`src/rtl/raster_engine.sv`:
```
// raster_engine
//   Shape rasterizer that sits after the draw controller. A one-cycle trigger
//   latches a shape command; the engine then walks the covered pixels in
//   raster order (y outer, x inner, both ascending) and emits one pixel write
//   per valid/ready handshake. A one-cycle r_done pulse marks completion.
//
//   Shapes: 0 point at (x0,y0), 1 filled rectangle, 2 rectangle outline,
//           3 reserved (completes immediately, no pixels).
//
//   Optional feature macro: RASTER_CLIP_EN
//     When defined, cursor positions with x >= WIDTH or y >= HEIGHT are still
//     visited (one cycle each) but presented with pix_valid low.
//
// Ports
//   clk, rst            clock, synchronous active-high reset
//   trigger             start pulse, sampled only in IDLE
//   shape, x0/y0/x1/y1  shape command and corner coordinates (unsigned)
//   color               pixel colour
//   pix_valid/pix_ready pixel write handshake
//   pix_x/pix_y/pix_color pixel write payload
//   r_done              one-cycle completion pulse
//   r_busy              high whenever the engine is not IDLE
module raster_engine #(
    parameter int XW     = 10,
    parameter int YW     = 9,
    parameter int CW     = 8,
    parameter int WIDTH  = 640,
    parameter int HEIGHT = 480
) (
    input  logic          clk,
    input  logic          rst,
    input  logic          trigger,
    input  logic [1:0]    shape,
    input  logic [XW-1:0] x0,
    input  logic [YW-1:0] y0,
    input  logic [XW-1:0] x1,
    input  logic [YW-1:0] y1,
    input  logic [CW-1:0] color,
    output logic          pix_valid,
    input  logic          pix_ready,
    output logic [XW-1:0] pix_x,
    output logic [YW-1:0] pix_y,
    output logic [CW-1:0] pix_color,
    output logic          r_done,
    output logic          r_busy
);

    typedef enum logic [1:0] {
        S_IDLE  = 2'd0,
        S_SETUP = 2'd1,
        S_DRAW  = 2'd2,
        S_DONE  = 2'd3
    } state_t;

    // One extra bit so the screen limits compare cleanly against the cursor.
    localparam logic [XW:0] WIDTH_L  = (XW+1)'(WIDTH);
    localparam logic [YW:0] HEIGHT_L = (YW+1)'(HEIGHT);

    state_t        state_q, state_d;
    logic [1:0]    shape_q, shape_d;
    logic [XW-1:0] x0_q, x0_d, x1_q, x1_d;
    logic [YW-1:0] y0_q, y0_d, y1_q, y1_d;
    logic [CW-1:0] color_q, color_d;
    logic [XW-1:0] xmin_q, xmin_d, xmax_q, xmax_d, cx_q, cx_d;
    logic [YW-1:0] ymin_q, ymin_d, ymax_q, ymax_d, cy_q, cy_d;

    logic visible;
    logic advance;

`ifdef RASTER_CLIP_EN
    assign visible = ({1'b0, cx_q} < WIDTH_L) && ({1'b0, cy_q} < HEIGHT_L);
`else
    logic unused_dims;
    assign unused_dims = ^{WIDTH_L, HEIGHT_L};
    assign visible     = 1'b1;
`endif

    // Clipped positions step without waiting for the writer.
    assign advance = (state_q == S_DRAW) && (pix_ready || !visible);

    assign pix_valid = (state_q == S_DRAW) && visible;
    assign pix_x     = cx_q;
    assign pix_y     = cy_q;
    assign pix_color = color_q;
    assign r_done    = (state_q == S_DONE);
    assign r_busy    = (state_q != S_IDLE);

    always_comb begin
        state_d = state_q;
        shape_d = shape_q;
        x0_d    = x0_q;
        y0_d    = y0_q;
        x1_d    = x1_q;
        y1_d    = y1_q;
        color_d = color_q;
        xmin_d  = xmin_q;
        xmax_d  = xmax_q;
        ymin_d  = ymin_q;
        ymax_d  = ymax_q;
        cx_d    = cx_q;
        cy_d    = cy_q;
        case (state_q)
            S_IDLE: begin
                if (trigger) begin
                    shape_d = shape;
                    x0_d    = x0;
                    y0_d    = y0;
                    x1_d    = x1;
                    y1_d    = y1;
                    color_d = color;
                    state_d = S_SETUP;
                end
            end
            S_SETUP: begin
                // A point is drawn as a degenerate 1x1 rectangle at (x0,y0).
                if (shape_q == 2'd0) begin
                    xmin_d = x0_q;
                    xmax_d = x0_q;
                    ymin_d = y0_q;
                    ymax_d = y0_q;
                end else begin
                    xmin_d = (x0_q < x1_q) ? x0_q : x1_q;
                    xmax_d = (x0_q < x1_q) ? x1_q : x0_q;
                    ymin_d = (y0_q < y1_q) ? y0_q : y1_q;
                    ymax_d = (y0_q < y1_q) ? y1_q : y0_q;
                end
                cx_d    = xmin_d;
                cy_d    = ymin_d;
                state_d = (shape_q == 2'd3) ? S_DONE : S_DRAW;
            end
            S_DRAW: begin
                // End-of-row is tested before any increment, so coordinates
                // at their all-ones maximum never wrap.
                if (advance) begin
                    if (cx_q == xmax_q && cy_q == ymax_q) begin
                        state_d = S_DONE;
                    end else if (cx_q == xmax_q) begin
                        cx_d = xmin_q;
                        cy_d = cy_q + 1'b1;
                    end else if (shape_q == 2'd2 && cy_q != ymin_q &&
                                 cy_q != ymax_q && cx_q == xmin_q) begin
                        cx_d = xmax_q;
                    end else begin
                        cx_d = cx_q + 1'b1;
                    end
                end
            end
            S_DONE: begin
                state_d = S_IDLE;
            end
            default: begin
                state_d = S_IDLE;
            end
        endcase
    end

    always_ff @(posedge clk) begin
        if (rst) begin
            state_q <= S_IDLE;
            cx_q    <= '0;
            cy_q    <= '0;
            color_q <= '0;
        end else begin
            state_q <= state_d;
            cx_q    <= cx_d;
            cy_q    <= cy_d;
            color_q <= color_d;
        end
    end

    // Command and bounds registers are only read once the FSM has loaded them.
    always_ff @(posedge clk) begin
        shape_q <= shape_d;
        x0_q    <= x0_d;
        y0_q    <= y0_d;
        x1_q    <= x1_d;
        y1_q    <= y1_d;
        xmin_q  <= xmin_d;
        xmax_q  <= xmax_d;
        ymin_q  <= ymin_d;
        ymax_q  <= ymax_d;
    end

endmodule

```
`config.mk`:
```
export PLATFORM = sky130hd
export DESIGN_NAME = raster_engine
export DESIGN_NICKNAME = d
export VERILOG_FILES = /design/src/rtl/raster_engine.sv
export SDC_FILE = /design/constraint.sdc
export NUM_CORES = 1
export LEC_CHECK = 0
export ABC_CLOCK_PERIOD_IN_PS = 3800
export BUFFER_PORTS_ARGS = -buffer_cell sky130_fd_sc_hd__buf_2
export CORE_ASPECT_RATIO = 1.2
export CORE_MARGIN = 8
export CORE_UTILIZATION = 51
export CTS_CLUSTER_DIAMETER = 50
export CTS_CLUSTER_SIZE = 8
export DETAILED_ROUTE_END_ITERATION = 16
export PLACE_DENSITY = 0.72
export SYNTH_ARGS = -nofsm -noshare
export SYNTH_HDL_FRONTEND = slang
export SYNTH_SLANG_ARGS = --single-unit
```
`constraint.sdc`:
```
create_clock -name clk -period 3.8 [get_ports clk]
set_input_delay 0.38 -clock clk [delete_from_list [all_inputs] [get_ports clk]]
set_output_delay 0.38 -clock clk [all_outputs]
set_load 0.03 [all_outputs]
```
== Yosys cells after proc, flatten, opt, wreduce, memory -nomap -nowiden ==
Index checks and enable logic that the tools add are counted.
Widths: inputs -> output; s select.
Word-level totals
  flip-flop bits (word level): 107
  latch bits: 0
  RAM bits: 0
  ROM bits: 0
  input port bits: 52
  output and inout port bits: 30
  word-level logic and storage cells: 67
  memories kept: 0
Cells by class
  add/subtract/negate cells: 2
  multipliers: 0
  divide/modulo/power cells: 0
  $lt $le $gt $ge: 2
  eq/ne operators: 15
  shifts and indexed selects: 0
  mux-type cells: 22
  bitwise operators: 0
  reductions and logical operators: 13
Operators with widths (count)
  $mux 10: 8
  $mux 9: 7
  $eq 10x10->1: 2
  $pmux 10 s2: 1
  $ne 9x9->1: 2
  $pmux 9 s2: 1
  $add 10x1->10 const B: 1
  $lt 10x10->1: 1
  $add 9x1->9 const B: 1
  $eq 9x9->1: 1
  $lt 9x9->1: 1
  $eq 2x2->1 const B: 4
  $pmux 2 s4: 1
  $mux 2: 3
  $ne 2x1->1 const B: 3
  $reduce_and 3->1: 2
  $logic_and 1x1->1: 5
  $logic_not 2->1: 2
  $ne 2x2->1 const B: 2
  $reduce_and 4->1: 1
  $reduce_bool 2->1: 2
  $eq 2x1->1 const B: 1
  $reduce_and 2->1: 1
  $mux 1: 1

== Logic depth before layout (Yosys ltp) ==
  word-level depth: 9
  mapped depth: 10
  mapped depth without buffers: 9

== Least setup slack after synthesis ==
OpenSTA, ideal clock, no wires.
  path kind: flip-flop to flip-flop
  from: reg state_q[1]
  to: reg cx_q[7] (netlist: pix_x[7])
  setup time: 0.117 ns
  data arrival time: 2.586 ns
  data required time: 3.683 ns
  path slack: 1.096 ns
  stages on the path, launching flop included: 9
  buffers on the path: 1
  clock period less this slack: 2.704 ns
  cells stage by stage: dfxtp_1 > inv_1 > ha_1 > nor2b_1 > buf_1 > a21oi_1 > a31oi_2 > nor2_1 > a32o_1
Between the ends
  longest elaborated chain between the ends: 4
  elaborated cells between the ends (all ways): 8
  those cells by class: eq/ne (4); mux (1); reduce/logical (3)
RTL lines
  start: declaration: line 59  | state_t state_q, state_d;
  start signal: assignment: line 164  | state_q <= state_d;
  $eq 2x2->1: line 79, 102
  $logic_and 1x1->1: line 79  | assign advance = (state_q == S_DRAW) && (pix_ready || !visible);
  $ne 2x1->1 (no line)
  $reduce_and 3->1 (no line)
  end signal: assignment: line 160  | cx_q <= '0;
  end signal: assignment: line 165  | cx_q <= cx_d;
  end: declaration: line 64  | logic [XW-1:0] xmin_q, xmin_d, xmax_q, xmax_d, cx_q, cx_d;
Parallel ways exist; a longest one is shown, timed or not.
A chain may end at the register's enable or synchronous reset.

== Worst setup path after layout ==
  from: reg y0_q[4]
  to: reg ymax_q[6] (data pin)
Between the ends
  longest elaborated chain between the ends: 3
RTL lines
  start: declaration: line 62  | logic [YW-1:0] y0_q, y0_d, y1_q, y1_d;
  start signal: assignment: line 175  | y0_q <= y0_d;
  $lt 9x9->1: line 125  | ymax_d = (y0_q < y1_q) ? y1_q : y0_q;
  $mux 9: line 125
  $mux 9: line 116  | if (shape_q == 2'd0) begin
  end signal: assignment: line 181  | ymax_q <= ymax_d;
  end: declaration: line 65  | logic [YW-1:0] ymin_q, ymin_d, ymax_q, ymax_d, cy_q, cy_d;
No other way between the ends.

==> summary by stage <==
STA
Clock skew on the completed layout was measured at 6.66 ps. Setup violations remaining at the end of the flow were counted as 0. The minimum period implied by the final worst setup slack is 2660 ps. The number of pins with negative max-slew slack in the final report is 0. The hold violation count in the final report came to 0. The total negative setup slack is 0 ps. The worst pin sits at a relative slew slack of 0.334. The transition time of the tightest slew-check pin is 999 ps. Based on the critical path, the design can be clocked at up to 375 MHz.

Setup repair after global routing left no endpoint under its margin. The final worst-path cycle share is 0.701. The tightest hold path in the finished design has a slack of 211 ps. The worst setup slack after layout is 1140 ps.

Floorplanning
The region available for standard cell placement spans 11000 sq um. During I/O placement, the number of pins put on the boundary was 82. The row count is 42. The die extent in y is 133 um. The horizontal die dimension is 113 um. The starting utilization of the core area is 0.524. The overall die area is 15000 sq um.

Job
The tool flagged a number of max-cap violations equal to 0.

CTS
The total CTS buffers is 9. The clock sink count is 107. The number of resized instances in the post-cts repair step is 0. The post-CTS clock slew at the launch and capture registers of the worst setup and hold paths is 60 ps. The post-CTS setup buffer count is 0. The clock latency of the later-clocked register in the worst-skew pair is 340 ps. CTS placed an instance of clkbuf_16 at the clock tree root. The H-tree depth reported by CTS is 3. The hold buffer count at cts is 0.

The maximum clock path buffer count is 2. TritonCTS built the clock tree.

Global routing
The number of global-route vias before repair was 4403. Entering global routing, the biggest net connects 49 pins. For this run, the total global-route usage over all layers was measured as 0.179. The initial antenna violation count was 0. Global routing finished with a remaining overflow of 0.

The first global-routing pass estimated 21900 um of wire.

Critical path
At the worst endpoint, the required time is 3890 ps. At the worst endpoint, the arrival time is 2760 ps. The critical path endpoint category is a register. The worst setup path is of the reg2reg kind. STA classifies the critical path startpoint as a register. Along the worst path, the maximum fanout reaches 9.

Min path
The class of the tightest hold or removal check is in2reg.

Final layout
Of the cells placed in the final design, the portion with a size suffix greater than 1 is 0.237. From synthesis to final layout, the design area changed by 12.3%. The number of inserted diodes is 0. After the last flow step, the layout net total stands at 666.

Placed design
Routability-driven placement finished with a final weighted congestion of 0.933. The worst setup timing slack at the placement stage is 1160 ps. The half-perimeter wire length after placement is 10100 um.

The number of I/O port buffers is 81.

Pwr
The largest voltage drop on the vdd net is 0.000347 V. Summed over all cells, the static leakage comes to 0.00256 uW. Dividing total power by cell area gives a power density of 808 nW/um^2.

Yosys
The count of distinct cell types in the synthesized netlist is 59. The top cell type's share of synthesized area is 0.405. The largest total area in the synthesized netlist belongs to edfxtp_1. The average instance in the mapped netlist occupies 11.2 sq um. In this run, synthesis inferred 78 flip-flops with an integrated enable. The share of synthesized registers carrying an async set or reset is 0. After synthesis the netlist holds a flip-flop and latch count of 107.

Ranked by total cell area, the synthesized netlist is headed by edfxtp_1 41%, dfxtp_1 10%, mux2_2 6.2%, ha_1 5.2%, xnor2_1 4.2%. During synthesis, Yosys emitted a total of 0 warnings. Of the synthesized area, sequential elements account for 0.506. The synthesized netlist net count is 592. The netlist area before placement is 5780 sq um. The primary flip-flop cell chosen by synthesis mapping is edfxtp_1. The cell count after synthesis is 516.

Run status
The run finished with clean final reports.

Route
The remaining antenna violation count is 0. For this run, design rule violations remaining after detail routing come to 0. The final routed wire length divided by cell count is 18.1 um.

The routed via count is 4248. In the routed layout, each cell is associated on average with a via count of 5.84. The iteration count of the initial detailed-routing pass is 5. The final layout contains routed wiring with a total length of 13200 um. The count of routing violations after the opening detailed-route iteration is 247.
worst max-delay path, stage by stage (launching register included):
cell,delay [ps]
edfxtp_1,410
ha_1,320
a21oi_1,180
o21ai_0,130
a21oi_1,190
o21bai_1,110
a211oi_2,660
mux2_2,410
per-stage QoR:
stage	instance area, sq um	utilization	power (uW)	cells
global placement	6230	0.565	4320	711
CTS	6490	0.588	5260	727
finish	6490	0.588	5250	727
floorplan	5780	-	3840	516
detailed placement	6230	0.565	4400	711
global route	6490	0.588	5590	727
cell usage in the layout, fill, tap and decap left out, types with 4 or more instances in the layout:
cell        n
a211oi_1    6
a21o_1     10
a21oi_1    24
a31oi_1    13
buf_2      81
clkbuf_1    5
clkbuf_16   9
dfxtp_1    29
edfxtp_1   78
ha_1       24
inv_1      26
mux2_2     32
nand2_1    60
nand3_1    14
nand4_1     8
nor2_1     17
nor3_1     12
nor4_1      6
o211ai_1   11
o21ai_0    23
o21ai_1     4
xnor2_1    28
xor2_1     18
where the power goes:
group / switching [uW] / internal [uW] / total, uW / leakage, uW
registers: 398 / 1770 / 2170 / 0.000974
clock network: 383 / 463 / 846 / 0.000128
logic: 1380 / 850 / 2230 / 0.00145
area by class of cell:
cell class / instances / area, sq um
Fill cell: 921 / 4540
Sequential cell: 107 / 2920
Multi-Input combinational cell: 360 / 2610
Timing Repair Buffer: 84 / 428
Clock buffer: 15 / 258
Tap cell: 132 / 165
Inverter: 28 / 105
Clock inverter: 1 / 5.00
cell usage after synthesis, types with 4 or more instances:
library cell and count:
edfxtp_1 78, nand2_1 60, mux2_2 32, dfxtp_1 29
xnor2_1 28, inv_1 26, a21oi_1 24, ha_1 24
o21ai_0 23, xor2_1 18, nor2_1 17, nand3_1 14
a31oi_1 13, nor3_1 12, o211ai_1 11, a21o_1 10
nand4_1 8, buf_6 7, a211oi_1 6, clkbuf_1 6
nor4_1 6, o21ai_1 4
registers in the layout, summed over array words and instances (netlist names):
signal     flops
pix_color      8
pix_x         10
pix_y          9
shape_q        2
state_q        2
x0_q          10
x1_q          10
xmax_q        10
xmin_q        10
y0_q           9
y1_q           9
ymax_q         9
ymin_q         9
logic make-up after synthesis:
logic type,synth area share
AND/OR/NAND/NOR,0.134
flip-flops,0.506
adder cells (fa/ha/maj),0.0519
buffers and inverters,0.0431
multiplexers,0.0695
AO/OA/AOI/OAI,0.126
XOR/XNOR,0.0697
metal layers:
| layer | GRT usage | vias up | part of all wire |
|---|---|---|---|
| met4 | 0.0682 | 0 | 0.016 |
| met2 | 0.286 | 168 | 0.47 |
| met1 | 0.224 | 2018 | 0.45 |
| li1 | - | 2041 | - |
| met5 | 0 | - | 0 |
| met3 | 0.0514 | 21 | 0.067 |
path summary, 6_finish.rpt:
| path | from | endpoint | slack (ps) | cells after the start |
|---|---|---|---|---|
| worst max-delay path | y0_q[4]$_DFFE_PP_ | ymax_q[6]$_DFFE_PP_ | 1140 | 7 |
| worst min-delay path | y1[1] | y1_q[1]$_DFFE_PP_ | 210 | 1 |
| worst min register to register | pix_color[1]$_SDFFE_PP0P_ | pix_color[1]$_SDFFE_PP0P_ | 460 | 2 |
| worst max register to register | y0_q[4]$_DFFE_PP_ | ymax_q[6]$_DFFE_PP_ | 1140 | 7 |
Power figures use the tool's default switching activity.
